$ cat src/rtl/calc_pkg.sv
// Shared opcodes and one-hot state encoding for the sequential arithmetic engine.
package calc_pkg;

  localparam logic [1:0] OP_ADD = 2'b00;
  localparam logic [1:0] OP_SUB = 2'b01;
  localparam logic [1:0] OP_MUL = 2'b10;
  localparam logic [1:0] OP_DIV = 2'b11;

  typedef enum logic [2:0] {
    QI = 3'b001,
    QC = 3'b010,
    QD = 3'b100
  } state_e;

endpackage

$ cat src/rtl/calc_iter_unit.sv
// One iteration of the shift-add multiplier or the restoring divider.
// acc is the upper half (accumulator / remainder), lo the lower half
// (multiplier / quotient) of the working pair.
module calc_iter_unit
  import calc_pkg::*;
#(
  parameter int unsigned WIDTH = 8
) (
  input  logic [1:0]       op,
  input  logic [WIDTH-1:0] acc,
  input  logic [WIDTH-1:0] lo,
  input  logic [WIDTH-1:0] y,
  output logic [WIDTH-1:0] acc_nxt_c,
  output logic [WIDTH-1:0] lo_nxt_c
);

  logic [WIDTH:0]   mul_sum;
  logic [WIDTH:0]   rem_sh;
  logic [WIDTH-1:0] rem_sub;

  // Mul: conditional add then right shift; div: left shift then compare-subtract.
  always_comb begin
    mul_sum   = {1'b0, acc} + (lo[0] ? {1'b0, y} : (WIDTH+1)'(0));
    rem_sh    = {acc, lo[WIDTH-1]};
    // The remainder before the shift is < y, so the true difference fits WIDTH bits.
    rem_sub   = rem_sh[WIDTH-1:0] - y;
    acc_nxt_c = mul_sum[WIDTH:1];
    lo_nxt_c  = {mul_sum[0], lo[WIDTH-1:1]};
    if (op == OP_DIV) begin
      if (rem_sh >= {1'b0, y}) begin
        acc_nxt_c = rem_sub;
        lo_nxt_c  = {lo[WIDTH-2:0], 1'b1};
      end else begin
        acc_nxt_c = rem_sh[WIDTH-1:0];
        lo_nxt_c  = {lo[WIDTH-2:0], 1'b0};
      end
    end
  end

endmodule

$ cat src/rtl/calc_engine.sv
// WIDTH-bit sequential add/sub/mul/div engine with Start/Ack handshake and
// one-hot state outputs. Results only change on the QC->QD transition.
module calc_engine
  import calc_pkg::*;
#(
  parameter int unsigned WIDTH = 8,
  parameter int unsigned CNTW  = $clog2(WIDTH + 1)
) (
  input  logic             board_clk,
  input  logic             Reset,
  input  logic             Start,
  input  logic             Ack,
  input  logic [1:0]       Op,
  input  logic [WIDTH-1:0] Xin,
  input  logic [WIDTH-1:0] Yin,
  output logic [WIDTH-1:0] ResLo,
  output logic [WIDTH-1:0] ResHi,
  output logic             Err,
  output logic             Done,
  output logic             Qi,
  output logic             Qc,
  output logic             Qd
);

  state_e           state_q, state_d;
  logic [1:0]       op_q, op_d;
  logic [WIDTH-1:0] x_q, x_d;
  logic [WIDTH-1:0] y_q, y_d;
  logic [WIDTH-1:0] acc_q, acc_d;
  logic [WIDTH-1:0] lo_q, lo_d;
  logic [CNTW-1:0]  cnt_q, cnt_d;
  logic [WIDTH-1:0] res_lo_q, res_lo_d;
  logic [WIDTH-1:0] res_hi_q, res_hi_d;
  logic             err_q, err_d;

  logic [WIDTH:0]   add_c;
  logic [WIDTH:0]   sub_c;
  logic [WIDTH-1:0] acc_nxt_c;
  logic [WIDTH-1:0] lo_nxt_c;

  calc_iter_unit #(.WIDTH(WIDTH)) u_iter (
    .op        (op_q),
    .acc       (acc_q),
    .lo        (lo_q),
    .y         (y_q),
    .acc_nxt_c (acc_nxt_c),
    .lo_nxt_c  (lo_nxt_c)
  );

  // Single-cycle add/sub on the latched operands.
  always_comb begin
    add_c = {1'b0, x_q} + {1'b0, y_q};
    sub_c = {1'b0, x_q} - {1'b0, y_q};
  end

  // Next-state, working-register and result-register logic.
  always_comb begin
    state_d  = state_q;
    op_d     = op_q;
    x_d      = x_q;
    y_d      = y_q;
    acc_d    = acc_q;
    lo_d     = lo_q;
    cnt_d    = cnt_q;
    res_lo_d = res_lo_q;
    res_hi_d = res_hi_q;
    err_d    = err_q;
    case (state_q)
      QI: begin
        if (Start) begin
          op_d    = Op;
          x_d     = Xin;
          y_d     = Yin;
          acc_d   = '0;
          lo_d    = Xin;
          cnt_d   = '0;
          state_d = QC;
        end
      end
      QC: begin
        case (op_q)
          OP_ADD: begin
            res_lo_d = add_c[WIDTH-1:0];
            res_hi_d = WIDTH'(add_c[WIDTH]);
            err_d    = 1'b0;
            state_d  = QD;
          end
          OP_SUB: begin
            res_lo_d = sub_c[WIDTH-1:0];
            res_hi_d = '0;
            err_d    = sub_c[WIDTH];
            state_d  = QD;
          end
          default: begin
            if (op_q == OP_DIV && y_q == '0) begin
              res_lo_d = '1;
              res_hi_d = x_q;
              err_d    = 1'b1;
              state_d  = QD;
            end else begin
              acc_d = acc_nxt_c;
              lo_d  = lo_nxt_c;
              cnt_d = cnt_q + CNTW'(1);
              if (cnt_q == CNTW'(WIDTH - 1)) begin
                res_lo_d = lo_nxt_c;
                res_hi_d = acc_nxt_c;
                err_d    = 1'b0;
                state_d  = QD;
              end
            end
          end
        endcase
      end
      QD: begin
        if (Ack) begin
          state_d = QI;
        end
      end
      default: state_d = QI;
    endcase
  end

  // State and datapath registers with asynchronous clear.
  always_ff @(posedge board_clk or posedge Reset) begin
    if (Reset) begin
      state_q  <= QI;
      op_q     <= '0;
      x_q      <= '0;
      y_q      <= '0;
      acc_q    <= '0;
      lo_q     <= '0;
      cnt_q    <= '0;
      res_lo_q <= '0;
      res_hi_q <= '0;
      err_q    <= 1'b0;
    end else begin
      state_q  <= state_d;
      op_q     <= op_d;
      x_q      <= x_d;
      y_q      <= y_d;
      acc_q    <= acc_d;
      lo_q     <= lo_d;
      cnt_q    <= cnt_d;
      res_lo_q <= res_lo_d;
      res_hi_q <= res_hi_d;
      err_q    <= err_d;
    end
  end

  assign ResLo = res_lo_q;
  assign ResHi = res_hi_q;
  assign Err   = err_q;
  assign Qi    = state_q[0];
  assign Qc    = state_q[1];
  assign Qd    = state_q[2];
  assign Done  = state_q[2];

endmodule

$ cat config.mk
export PLATFORM = sky130hd
export DESIGN_NAME = calc_engine
export DESIGN_NICKNAME = d
export VERILOG_FILES = /design/src/rtl/calc_pkg.sv /design/src/rtl/calc_iter_unit.sv /design/src/rtl/calc_engine.sv
export SDC_FILE = /design/constraint.sdc
export NUM_CORES = 1
export LEC_CHECK = 0
export BUFFER_PORTS_ARGS = -buffer_cell sky130_fd_sc_hd__clkbuf_2
export CAP_MARGIN = 25
export CORE_MARGIN = 4
export CORE_UTILIZATION = 60
export DETAILED_ROUTE_END_ITERATION = 16
export GPL_TIMING_DRIVEN = 0
export PLACE_DENSITY = 0.81
export SLEW_MARGIN = 15
export SYNTH_ARGS = -nofsm -noshare
export SYNTH_HDL_FRONTEND = slang
export SYNTH_SLANG_ARGS = --single-unit
$ cat constraint.sdc
create_clock -name board_clk -period 6.3 [get_ports board_clk]
set_clock_uncertainty 0.05 [all_clocks]
set_input_delay 1.26 -clock board_clk [delete_from_list [all_inputs] [get_ports board_clk]]
set_output_delay 1.26 -clock board_clk [all_outputs]
set_load 0.005 [all_outputs]
==> key figures, run 1 <==
Drt
  • Vias per inst: 6.44
  • Residual DRC: 0
  • Antenna violation net count after detailed routing: 0
  • 1st-pass router iterations: 5
  • DRT iter0 DRCs: 353
  • Final WL: 13.6 mm
  • Via count: 4370
  • Wire per inst: 20.0 µm

CTS
  • Clock transition at the registers of the reported paths: 0.08 ns
  • CTS Buf Count: 9
  • CTS resizes: 0
  • CTS Hold Bufs: 0
  • Post-CTS Repair Setup Buffers: 0
  • CTS H-tree lvls: 3
  • Clock root cell: clkbuf_8
  • Clock sinks: 58
  • CTS tree: built
  • Clock Latency Late Sink: 0.35 ns
  • Clock buffer depth: 2

Logic synthesis
  • Mapped Cells: 522
  • Cell Area, Synth: 4540 µm²
  • Post-synthesis register bit count: 58
  • Post-Syn Nets: 581
  • Synth Flop Type: dfrtp_1
  • Syn avg cell area: 8.70 µm²
  • Async S/R FF share, synth: 100%
  • Post-synth EDFFs: 0
  • Seq/Total Area, Yosys: 32.0%
  • YS warnings: 0
  • Synth unique cells: 76

Floorplan
  • Die H: 95.0 µm
  • IO Count: 43
  • Initial Util: 62.3%
  • Row count: 31
  • Core region area: 7290 µm²
  • Die area: 9020 µm²
  • Die X: 95.0 µm

Global route
  • GRT overflow: 0
  • GRT Overall Usage: 31.9%
  • Vias in the first global route: 4213
  • First-pass GRT wire length: 21.7 mm
  • Largest net degree at the start of global routing: 59
  • Antenna violations before repair: 0

Final layout
  • Final core occ: 69.6%
  • Nets: 634
  • Share of cells above drive strength 1: 18.8%
  • Syn-to-layout area delta: 11.9%
  • # diodes: 0
  • Fillers: 624
  • Final Cell Area: 5080 µm²

Worst setup path
  • Worst path max stage delay: 0.57 ns
  • CP Launch Type: primary input
  • Slowest CP cell: buf_1
  • Worst-path fanout max: 10
  • Crit path kind: primary input to flop
  • Critical Path RT: 6.49 ns
  • CP Cell Sequence: clkbuf_2 -> nor4bb_1 -> clkbuf_1 -> buf_1 -> mux2_2
  • Crit path max-delay family: buffers and inverters
  • Arrival @ worst endpoint: 2.97 ns
  • CP bufs+invs: 3
  • Worst setup EP type: flop

STA
  • Fmax: 359 MHz
  • RSZ-0062 raised after global routing: false
  • Setup-failing EPs final: 0
  • TNS Setup: 0 ns
  • Final period util: 44.2%
  • Crit path time final: 2.79 ns
  • Slew Limit Fails: 0
  • Tightest Pin Transition: 0.740 ns
  • Final Hold Viols: 0
  • Relative slew slack: 50.7%

Power
  • Worst IR Drop VDD: 0.000291 V
  • Power Dens Cells: 593 nW/µm²
  • Leak: 0.00228 µW

Run
  • Number of max-cap violations: 0

Place
  • Post-DP Area: 4880 µm²
  • GP Congestion: 0.938
  • HPWL Detailed: 10.3 mm
  • I/O Buffers: 42

Worst hold path
  • Hold crit path type: flop to flop

Run status
  • Status: completed
-- path summary, 6_finish.rpt --
kind / from / endpoint / slack [ns] / cells past startpoint
worst max-delay path: Start / y_q[0] / 3.51 / 5
worst min-delay path: ResHi[1] / ResHi[1] / 0.43 / 2
worst max register to register: y_q[0] / ResHi[6] / 3.53 / 9
worst min register to register: ResHi[1] / ResHi[1] / 0.43 / 2
max in group asynchronous: Reset / y_q[3] / 4.72 / 2
min in group asynchronous: Reset / ResLo[2] / 0.97 / 2
-- synth_stat cells (all sizes together), types with 3 or more instances --
library cell	n	share of area [%]
nor4	3	0.69
ha	33	9.1
nand3b	4	0.66
a21o	8	1.4
a311oi	4	0.91
nand2	59	4.9
o211ai	7	1.2
a21oi	39	4.4
nor2b	3	0.41
a31oi	10	1.5
o21ai	52	5.7
inv	28	2.3
buf	13	2.1
or3	3	0.41
a211oi	14	2.7
a32oi	4	0.77
nor3	16	2.0
nor2	39	3.3
nand2b	3	0.41
dfrtp	57	31
mux2i	7	1.5
xnor2	5	0.96
o21bai	5	0.83
clkbuf	13	2.2
and2	12	1.7
mux2	9	2.2
nor3b	3	0.61
nand3	11	1.2
o31ai	3	0.50
nand4	3	0.41
xor2	3	0.58
a2111oi	3	1.2
o31a	4	0.77
o21a	9	1.5
fa	4	1.8
and3	3	0.41
-- power by group --
group / internal (µW) / switching [µW] / total (µW)
logic: 776 / 1150 / 1930
registers: 529 / 201 / 730
clock network: 186 / 172 / 358
total: 1490 / 1520 / 3010
-- tightest hold or removal path, delay by kind of cell, from the launching register on --
kind / cells / cell delay [ns]
AO/OA/AOI/OAI: 1 / 0.06
AND/OR/NAND/NOR: 1 / 0.05
flip-flops: 1 / 0.34
-- flip-flops by register name, summed over array words and instances (netlist names) --
name	flops
state_q	3
Err	1
acc_q	8
ResHi	8
ResLo	8
lo_q	8
op_q	2
y_q	8
cnt_q	4
x_q	8
-- logic make-up (layout without fill, tap and decap cells) --
| logic type | Yosys count | after routing | synth area share (%) |
|---|---|---|---|
| AO/OA/AOI/OAI | 179 | 179 | 26.5 |
| AND/OR/NAND/NOR | 170 | 170 | 18.7 |
| flip-flops | 58 | 58 | 32.0 |
| buffers and inverters | 54 | 112 | 6.62 |
| adder cells (fa/ha/maj) | 37 | 37 | 10.9 |
| multiplexers | 16 | 16 | 3.78 |
| XOR/XNOR | 8 | 8 | 1.54 |
-- cell type report --
cell class	count	area, µm²	share of cell area (%)
clock buffer	9	124	2.44
sequential	58	1450	28.6
multi-input combinational	410	2790	54.9
timing repair buffer	42	210	4.14
inverter	28	108	2.12
clock inverter	7	78.8	1.55
buffer	26	195	3.84
tap	99	124	2.44
-- cells in the final DEF, fill, tap and decap left out, drive strengths merged, types with 14 or more instances in the layout --
master	netlist	layout
a211oi	14	14
a21oi	39	39
clkbuf	13	64
dfrtp	57	57
ha	33	33
inv	28	29
nand2	59	59
nor2	39	39
nor3	16	16
o21ai	52	52
-- metrics by stage --
step,instances,setup slack (ns),hold slack [ns],total power [µW]
floorplan,522,3.56,0.392,2070
global placement,663,2.79,0.414,2540
detailed placement,663,3.16,0.421,2600
CTS,679,3.53,0.437,2960
global route,679,3.35,0.459,3230
finish,679,3.51,0.434,3010
-- metal layers --
layer	part of all wire, %	wire length (µm)	global-route usage, %
met3	8.9	1210	7.01
met2	46	6230	51.6
met4	3.0	401	10.9
met1	42	5710	42.4
met5	0	0	0
(Power assumes the default switching activity.)
==> run 2, diff against run 1 <==
--- a/config.mk
+++ b/config.mk
@@ -8,10 +8,10 @@
 export BUFFER_PORTS_ARGS = -buffer_cell sky130_fd_sc_hd__clkbuf_2
 export CAP_MARGIN = 25
 export CORE_MARGIN = 4
-export CORE_UTILIZATION = 60
+export CORE_UTILIZATION = 55
 export DETAILED_ROUTE_END_ITERATION = 16
 export GPL_TIMING_DRIVEN = 0
-export PLACE_DENSITY = 0.81
+export PLACE_DENSITY = 0.78
 export SLEW_MARGIN = 15
 export SYNTH_ARGS = -nofsm -noshare
 export SYNTH_HDL_FRONTEND = slang
==> constraint.sdc (replaced) <==
create_clock -name board_clk -period 2.5 [get_ports board_clk]
set_clock_uncertainty 0.05 [all_clocks]
set_input_delay 0.5 -clock board_clk [delete_from_list [all_inputs] [get_ports board_clk]]
set_output_delay 0.5 -clock board_clk [all_outputs]
set_load 0.005 [all_outputs]
==> run 2 against run 1 <==
Die area grew 8.3%; largest power group unchanged; routed wire length grew 5.3%; critical endpoint is now ResHi[6]; flip-flop and latch count is the same.
==> key figures, run 2 (synthesis results as in run 1) <==
Worst setup path
  • Crit path max-delay family: compound AO/OA/AOI/OAI gates
  • Critical R2R Capture: ResHi[6]
  • Arrival @ worst endpoint: 2.72 ns (-0.25 ns)
  • Worst path max stage delay: 0.42 ns (-0.15 ns)
  • CP Launch Type: flop
  • Crit path kind: flop to flop
  • FF-to-FF Start: lo_q[7]
  • Reg2reg path depth: 10 (+1)
  • Worst R2R Setup Slack: 0.001 ns (-3.53 ns)
  • Worst-path fanout max: 3 (-7)
  • CP most frequent cell: inv_2
  • CP Cell Sequence: inv_2 -> ha_4 -> inv_2 -> fa_2 -> a211o_1 -> a2111oi_4 -> a31oi_1 -> a22o_1 -> a21o_1 -> a32oi_1
  • Critical Path RT: 2.72 ns (-3.77 ns)
  • Slowest CP cell: dfrtp_2
  • CP bufs+invs: 2 (-1)
  • Worst setup EP type: flop

Power
  • Switching part of the total power: 49.2% (-1.3 points)
  • Power Dens Cells: 1550 nW/µm² (+160%)
  • Power share of the sequential group: 21.9% (-2.3 points)
  • Clk pwr share: 11.9% (about the same)
  • Psw: 4140 µW (+170%)
  • Leak: 0.00238 µW (+4.2%)
  • Pint: 4270 µW (+190%)
  • Worst IR Drop VDD: 0.000714 V (+150%)
  • Combinational Power Share: 66.2% (+2.3 points)

Place
  • HPWL Detailed: 10.3 mm (-0.16%)
  • Post-DP Area: 4880 µm² (about the same)
  • I/O Buffers: 42 (unchanged)
  • GP Congestion: 0.964 (+2.8%)

STA
  • Setup-failing EPs final: 0 (unchanged)
  • Slew Limit Fails: 0 (unchanged)
  • Crit path time final: 2.50 ns
  • RSZ-0062 raised after global routing: true
  • TNS Setup: 0 ns (unchanged)
  • Tightest Pin Transition: 0.734 ns (-0.00628 ns)
  • Relative slew slack: 51.1% (+0.42 points)
  • Final period util: 99.9%
  • Final Hold Viols: 0 (unchanged)
  • Fmax: 400 MHz

Drt
  • Wire per inst: 20.5 µm (+2.9%)
  • Via count: 4495 (+2.9%)
  • DRT iter0 DRCs: 396 (+12%)
  • Antenna violation net count after detailed routing: 0 (unchanged)
  • Residual DRC: 0 (unchanged)
  • 1st-pass router iterations: 5 (unchanged)
  • Final WL: 14.3 mm (+5.3%)
  • Vias per inst: 6.47 (+0.49%)

Final layout
  • Final core occ: 68.6% (-1.0 points)
  • Most frequent cells in the layout: nand2_1 (58), dfrtp_1 (51), o21ai_0 (47)
  • Share of cells above drive strength 1: 26.6% (+7.9 points)
  • Commonest non-fill, non-tap cell in the layout: nand2_1
  • Fillers: 654 (+4.8%)
  • Nets: 647 (+2.1%)
  • Final Cell Area: 5410 µm² (+6.6%)
  • Syn-to-layout area delta: 19.3%
  • # diodes: 0 (unchanged)

CTS
  • CTS Hold Bufs: 0 (unchanged)
  • CTS Buf Count: 9 (unchanged)
  • Clock transition at the registers of the reported paths: 0.07 ns (about the same)
  • Clock sinks: 58 (unchanged)
  • CTS tree: built
  • Clock buffer depth: 2 (unchanged)
  • CTS H-tree lvls: 3 (unchanged)
  • Clock root cell: clkbuf_8
  • Clock Latency Late Sink: 0.36 ns (about the same)

Floorplan
  • Core region area: 7890 µm² (+8.2%)
  • IO Count: 43 (unchanged)
  • Die area: 9770 µm² (+8.3%)
  • Row count: 32 (+3.2%)
  • Die H: 98.9 µm (+4.1%)
  • Die X: 98.9 µm (+4.1%)
  • Initial Util: 57.6% (-4.7 points)

Run status
  • Status: completed

Global route
  • GRT overflow: 0 (unchanged)
  • Largest net degree at the start of global routing: 59 (unchanged)
  • GRT Overall Usage: 29.4% (-2.6 points)
  • First-pass GRT wire length: 22.8 mm (+5.3%)
  • Vias in the first global route: 4399 (+4.4%)
  • Antenna violations before repair: 0 (unchanged)

Run
  • Number of max-cap violations: 0 (unchanged)

Worst hold path
  • Hold crit path type: primary input to asynchronous set/reset pin
## run 2: cell types whose count changed in the layout (fill, tap and decap cells not counted), moves of 5 or more
cell	previous run	this run
inv_2	0	5
ha_1	33	25
dfrtp_1	57	51
dfrtp_2	0	6
ha_4	0	5
buf_4	3	15
inv_1	27	22
a211oi_1	12	7
a211oi_2	1	6
## run 2: worst max path at each step
stage / endpoint / startpoint / depth (start not counted)
after floorplan: ResHi[6] / lo_q[7] / 10
after global placement: x_q[2] / Reset / 2
after detailed placement: ResHi[6] / y_q[0] / 9
after CTS: ResHi[6] / lo_q[7] / 10
after global routing: ResHi[6] / lo_q[7] / 10
final: ResHi[6] / lo_q[7] / 10
## run 2: layout make-up
class	instances	area, µm²	area share [%]
Multi-Input combinational cell	410	2980	55.1
Sequential cell	58	1460	27.0
Timing Repair Buffer	55	320	5.92
Buffer	26	195	3.61
Clock buffer	11	141	2.61
Tap cell	102	128	2.36
Inverter	28	108	1.99
Clock inverter	5	77.6	1.43
## run 2: routing by layer
layer	part of all wire, %	track usage, %	routed length (µm)
met1	41	38.7	5830
met4	4.3	12.2	617
met2	45	45.7	6400
met5	0	0	0
met3	10	7.78	1420
## run 2: worst reg2reg max path, delay by kind of cell, from the launching register on
family	cells	cell delay (ns)
buf+inv	2	0.10
fa+ha+maj	2	0.50
flops	1	0.42
compound gates	6	1.35
## run 2: stage by stage
stage	std cells	total power [µW]	setup slack (ns)	hold WS, ns
floorplan	522	5220	0.0828	0.392
global placement	666	6390	-0.273	0.413
detailed placement	666	6550	-0.227	0.424
CTS	686	7800	-0.0128	0.244
global route	695	8990	-0.114	0.294
finish	695	8410	0.00134	0.210
## run 2: power groups by stage
stage | clock [µW] | sequential (µW) | combinational, µW
5_1_grt | 1040 | 1890 | 6070
3_3_place_gp | 0 | 1810 | 4570
6_report | 999 | 1840 | 5570
3_5_place_dp | 0 | 1830 | 4730
2_1_floorplan | 0 | 1670 | 3550
4_1_cts | 999 | 1810 | 4990
## run 2: timing repair
action	4_1_cts	5_1_grt
pin swaps	3	15
setup buffers	4	9
gates resized for setup	13	36
setup endpoints to repair	13	23
==> run 3, diff against run 2 <==
--- a/config.mk
+++ b/config.mk
@@ -5,13 +5,16 @@
 export SDC_FILE = /design/constraint.sdc
 export NUM_CORES = 1
 export LEC_CHECK = 0
+export ABC_AREA = 1
 export BUFFER_PORTS_ARGS = -buffer_cell sky130_fd_sc_hd__clkbuf_2
 export CAP_MARGIN = 25
 export CORE_MARGIN = 4
-export CORE_UTILIZATION = 55
+export CORE_UTILIZATION = 54
 export DETAILED_ROUTE_END_ITERATION = 16
 export GPL_TIMING_DRIVEN = 0
-export PLACE_DENSITY = 0.78
+export MAX_ROUTING_LAYER = met4
+export PLACE_DENSITY = 0.77
+export SETUP_SLACK_MARGIN = 0.1
 export SLEW_MARGIN = 15
 export SYNTH_ARGS = -nofsm -noshare
 export SYNTH_HDL_FRONTEND = slang
==> run 3 against run 2 <==
First-iteration DRC count decreased by 5.1%; total power fell by 7.7%; setup slack gained 0.21 ns; synthesized cell count up 17%; via count down 4.0%; utilization shrank 4.1 points; largest cell class unchanged; clock power up 6%.
==> key figures, run 3 <==
Final layout
  • Nets: 724 (+12%)
  • Post-Layout Cell Count: 772 (+11%)
  • Most frequent cells in the layout: nand2_1 (173), inv_1 (78), dfrtp_1 (56)
  • Commonest non-fill, non-tap cell in the layout: nand2_1
  • Final Cell Area: 4990 µm² (-7.8%)
  • # diodes: 0 (unchanged)
  • Syn-to-layout area delta: 15.7%
  • Share of cells above drive strength 1: 15.7% (-11 points)
  • Final core occ: 64.6% (-4.1 points)
  • Fillers: 697 (+6.6%)

STA
  • Final Hold Viols: 0 (unchanged)
  • Fmax: 437 MHz (+9.2%)
  • Setup-failing EPs final: 0 (unchanged)
  • Final Worst Setup Slack: 0.211 ns (+0.210 ns)
  • Crit path time final: 2.29 ns (-0.210 ns)
  • Relative slew slack: 51.7% (+0.68 points)
  • Tightest Pin Transition: 0.724 ns (-0.0102 ns)
  • Final period util: 91.6% (-8.4 points)
  • Slew Limit Fails: 0 (unchanged)
  • RSZ-0062 raised after global routing: true

Worst setup path
  • Crit path max-delay family: simple AND/OR/NAND/NOR gates
  • CP Launch Type: flop
  • Worst path max stage delay: 0.40 ns (-0.02 ns)
  • Worst-path fanout max: 10 (+7)
  • Slowest CP cell: dfrtp_1
  • CP Cell Sequence: inv_2 -> ha_1 -> nand2_1 -> nor2_1 -> nand3_1 -> nand4_4 -> buf_6 -> nand3_1 -> o211ai_1 -> nand3_1 -> nand2_1 -> nand2_1
  • Worst setup EP type: flop
  • Arrival @ worst endpoint: 2.48 ns (-0.24 ns)
  • Critical Path RT: 2.69 ns (-0.03 ns)
  • CP bufs+invs: 2 (unchanged)
  • Crit path kind: flop to flop

Drt
  • Residual DRC: 0 (unchanged)
  • Via count: 4316 (-4.0%)
  • Antenna violation net count after detailed routing: 0 (unchanged)
  • Final WL: 12.7 mm (-11%)
  • Wire per inst: 16.4 µm (-20%)
  • 1st-pass router iterations: 5 (unchanged)
  • Vias per inst: 5.59 (-14%)
  • DRT iter0 DRCs: 376 (-5.1%)

Worst hold path
  • Hold crit path type: primary input to asynchronous set/reset pin

Power
  • Psw: 3980 µW (-3.9%)
  • Clk pwr share: 13.6% (+1.7 points)
  • Power Dens Cells: 1560 nW/µm² (+0.14%)
  • Power share of the sequential group: 22.4% (+0.5 points)
  • Worst IR Drop VDD: 0.000636 V (-11%)
  • Combinational Power Share: 64.0% (-2.2 points)
  • Switching part of the total power: 51.2% (+2.0 points)
  • Leak: 0.00273 µW (+15%)
  • Pint: 3790 µW (-11%)

CTS
  • CTS Buf Count: 9 (unchanged)
  • Clock Latency Late Sink: 0.35 ns (about the same)
  • Clock root cell: clkbuf_8
  • CTS Hold Bufs: 0 (unchanged)
  • Clock sinks: 58 (unchanged)
  • Clock transition at the registers of the reported paths: 0.08 ns (about the same)
  • CTS H-tree lvls: 3 (unchanged)
  • Clock buffer depth: 2 (unchanged)
  • CTS tree: built

Global route
  • Vias in the first global route: 4166 (-5.3%)
  • First-pass GRT wire length: 20.5 mm (-10%)
  • Antenna violations before repair: 0 (unchanged)
  • M1 GR Usage: 35.0% (-3.7 points)
  • Largest net degree at the start of global routing: 59 (unchanged)
  • Global routing met2 resource utilization: 44.0% (-1.7 points)
  • M3 GR Usage: 4.45% (-3.3 points)
  • GRT overflow: 0 (unchanged)
  • GRT Overall Usage: 27.7% (-1.7 points)
  • Grt peak-use layer: met2

Floorplan
  • Core region area: 7730 µm² (-2.0%)
  • Die area: 9480 µm² (-3.0%)
  • Row count: 32 (unchanged)
  • Die X: 97.4 µm (-1.5%)
  • Initial Util: 55.8% (-1.7 points)
  • IO Count: 43 (unchanged)
  • Die H: 97.4 µm (-1.5%)

Logic synthesis
  • Seq/Total Area, Yosys: 33.7% (+1.7 points)
  • Cell Area, Synth: 4310 µm² (-5.0%)
  • Syn avg cell area: 7.08 µm² (-19%)
  • Post-synth top area share: 33.1% (+1.6 points)
  • Synth top cells by count: nand2_1 (174), inv_1 (84), dfrtp_1 (57), nand3_1 (42), nor2_1 (40)
  • Post-Syn Nets: 668 (+15%)
  • YS warnings: 0 (unchanged)
  • Synth area leaders: dfrtp_1 (33%), nand2_1 (15%), ha_1 (9.6%)
  • Synth unique cells: 43 (-43%)
  • Synth Flop Type: dfrtp_1
  • Async S/R FF share, synth: 100% (unchanged)
  • Post-synth EDFFs: 0 (unchanged)
  • Post-synth top area cell: dfrtp_1
  • Mapped Cells: 609 (+17%)
  • Most common cell in the netlist: nand2_1
  • Post-synthesis register bit count: 58 (unchanged)

Place
  • HPWL Detailed: 9.70 mm (-5.9%)
  • Dpl cells: 753 (+13%)
  • Post-DP Area: 4650 µm² (-4.6%)
  • I/O Buffers: 42 (unchanged)
  • GP Congestion: 0.955 (-0.97%)
  • Setup slack at placement: 0.0766 ns (+0.304 ns)

Run
  • Number of max-cap violations: 0 (unchanged)

Run status
  • Status: completed
run 3: cell types whose count changed after synthesis, moves of 6 or more:
cell	previous run	this run
mux2i_1	7	1
inv_1	28	84
and2_1	11	0
o21a_1	8	1
o21ai_1	2	24
o21ai_0	50	27
nor3_1	15	2
mux2_2	9	0
a211oi_1	12	0
nand3_1	11	42
nand2_1	58	174
run 3: area by class of cell:
type                       instances  area, µm²  area share (%)
multi-input combinational        447       2510            50.3
sequential                        58       1450            29.1
inverter                          87        329            6.59
timing repair buffer              46        240            4.81
clock buffer                      12        165            3.31
tap                              102        128            2.56
buffer                            16       92.6            1.86
clock inverter                     4       72.6            1.45
run 3: cell families after synthesis:
logic type / share of synthesized area, %
compound gates: 15.8
xor+xnor: 1.22
buf+inv: 9.72
mux: 0.232
fa+ha+maj: 11.4
simple gates: 27.9
flops: 33.7
run 3: repair_timing:
item | 4_1_cts | 5_1_grt
setup buffers | 0 | 4
gates resized for setup | 3 | 17
pin swaps | 0 | 2
gates cloned | 0 | 0
setup endpoints to repair | 3 | 16
run 3: worst paths after layout:
check                      cells after the start  slack, ns     start  endpoint
max                                           12       0.21    y_q[4]  ResHi[3]
min                                            2       0.21     Reset  ResLo[0]
max reg2reg                                   12       0.21    y_q[4]  ResHi[3]
min reg2reg                                    2       0.43  ResHi[6]  ResHi[6]
max in group asynchronous                      2       1.69     Reset   lo_q[0]
min in group board_clk                         3       0.31    Yin[4]    y_q[4]
run 3: stage by stage:
step / hold slack [ns] / power (µW) / setup TNS (ns)
global placement: 0.413 / 6330 / -12.26
detailed placement: 0.414 / 6400 / 0
finish: 0.213 / 7770 / 0
floorplan: 0.422 / 5080 / 0
global route: 0.276 / 8490 / 0
CTS: 0.239 / 7490 / 0
run 3: per-layer routing:
metal  share of wire (%)  up-vias
met3                 7.3       48
li1                    -     2112
met2                  46      177
met1                  42     1979
met5                   0        -
met4                 4.4        0
run 3: power groups by stage:
stage	combinational, µW	clock, µW	sequential (µW)
6_report	4970	1060	1740
3_3_place_gp	4630	0	1700
3_5_place_dp	4670	0	1720
4_1_cts	4730	1050	1710
5_1_grt	5580	1110	1800
2_1_floorplan	3460	0	1620
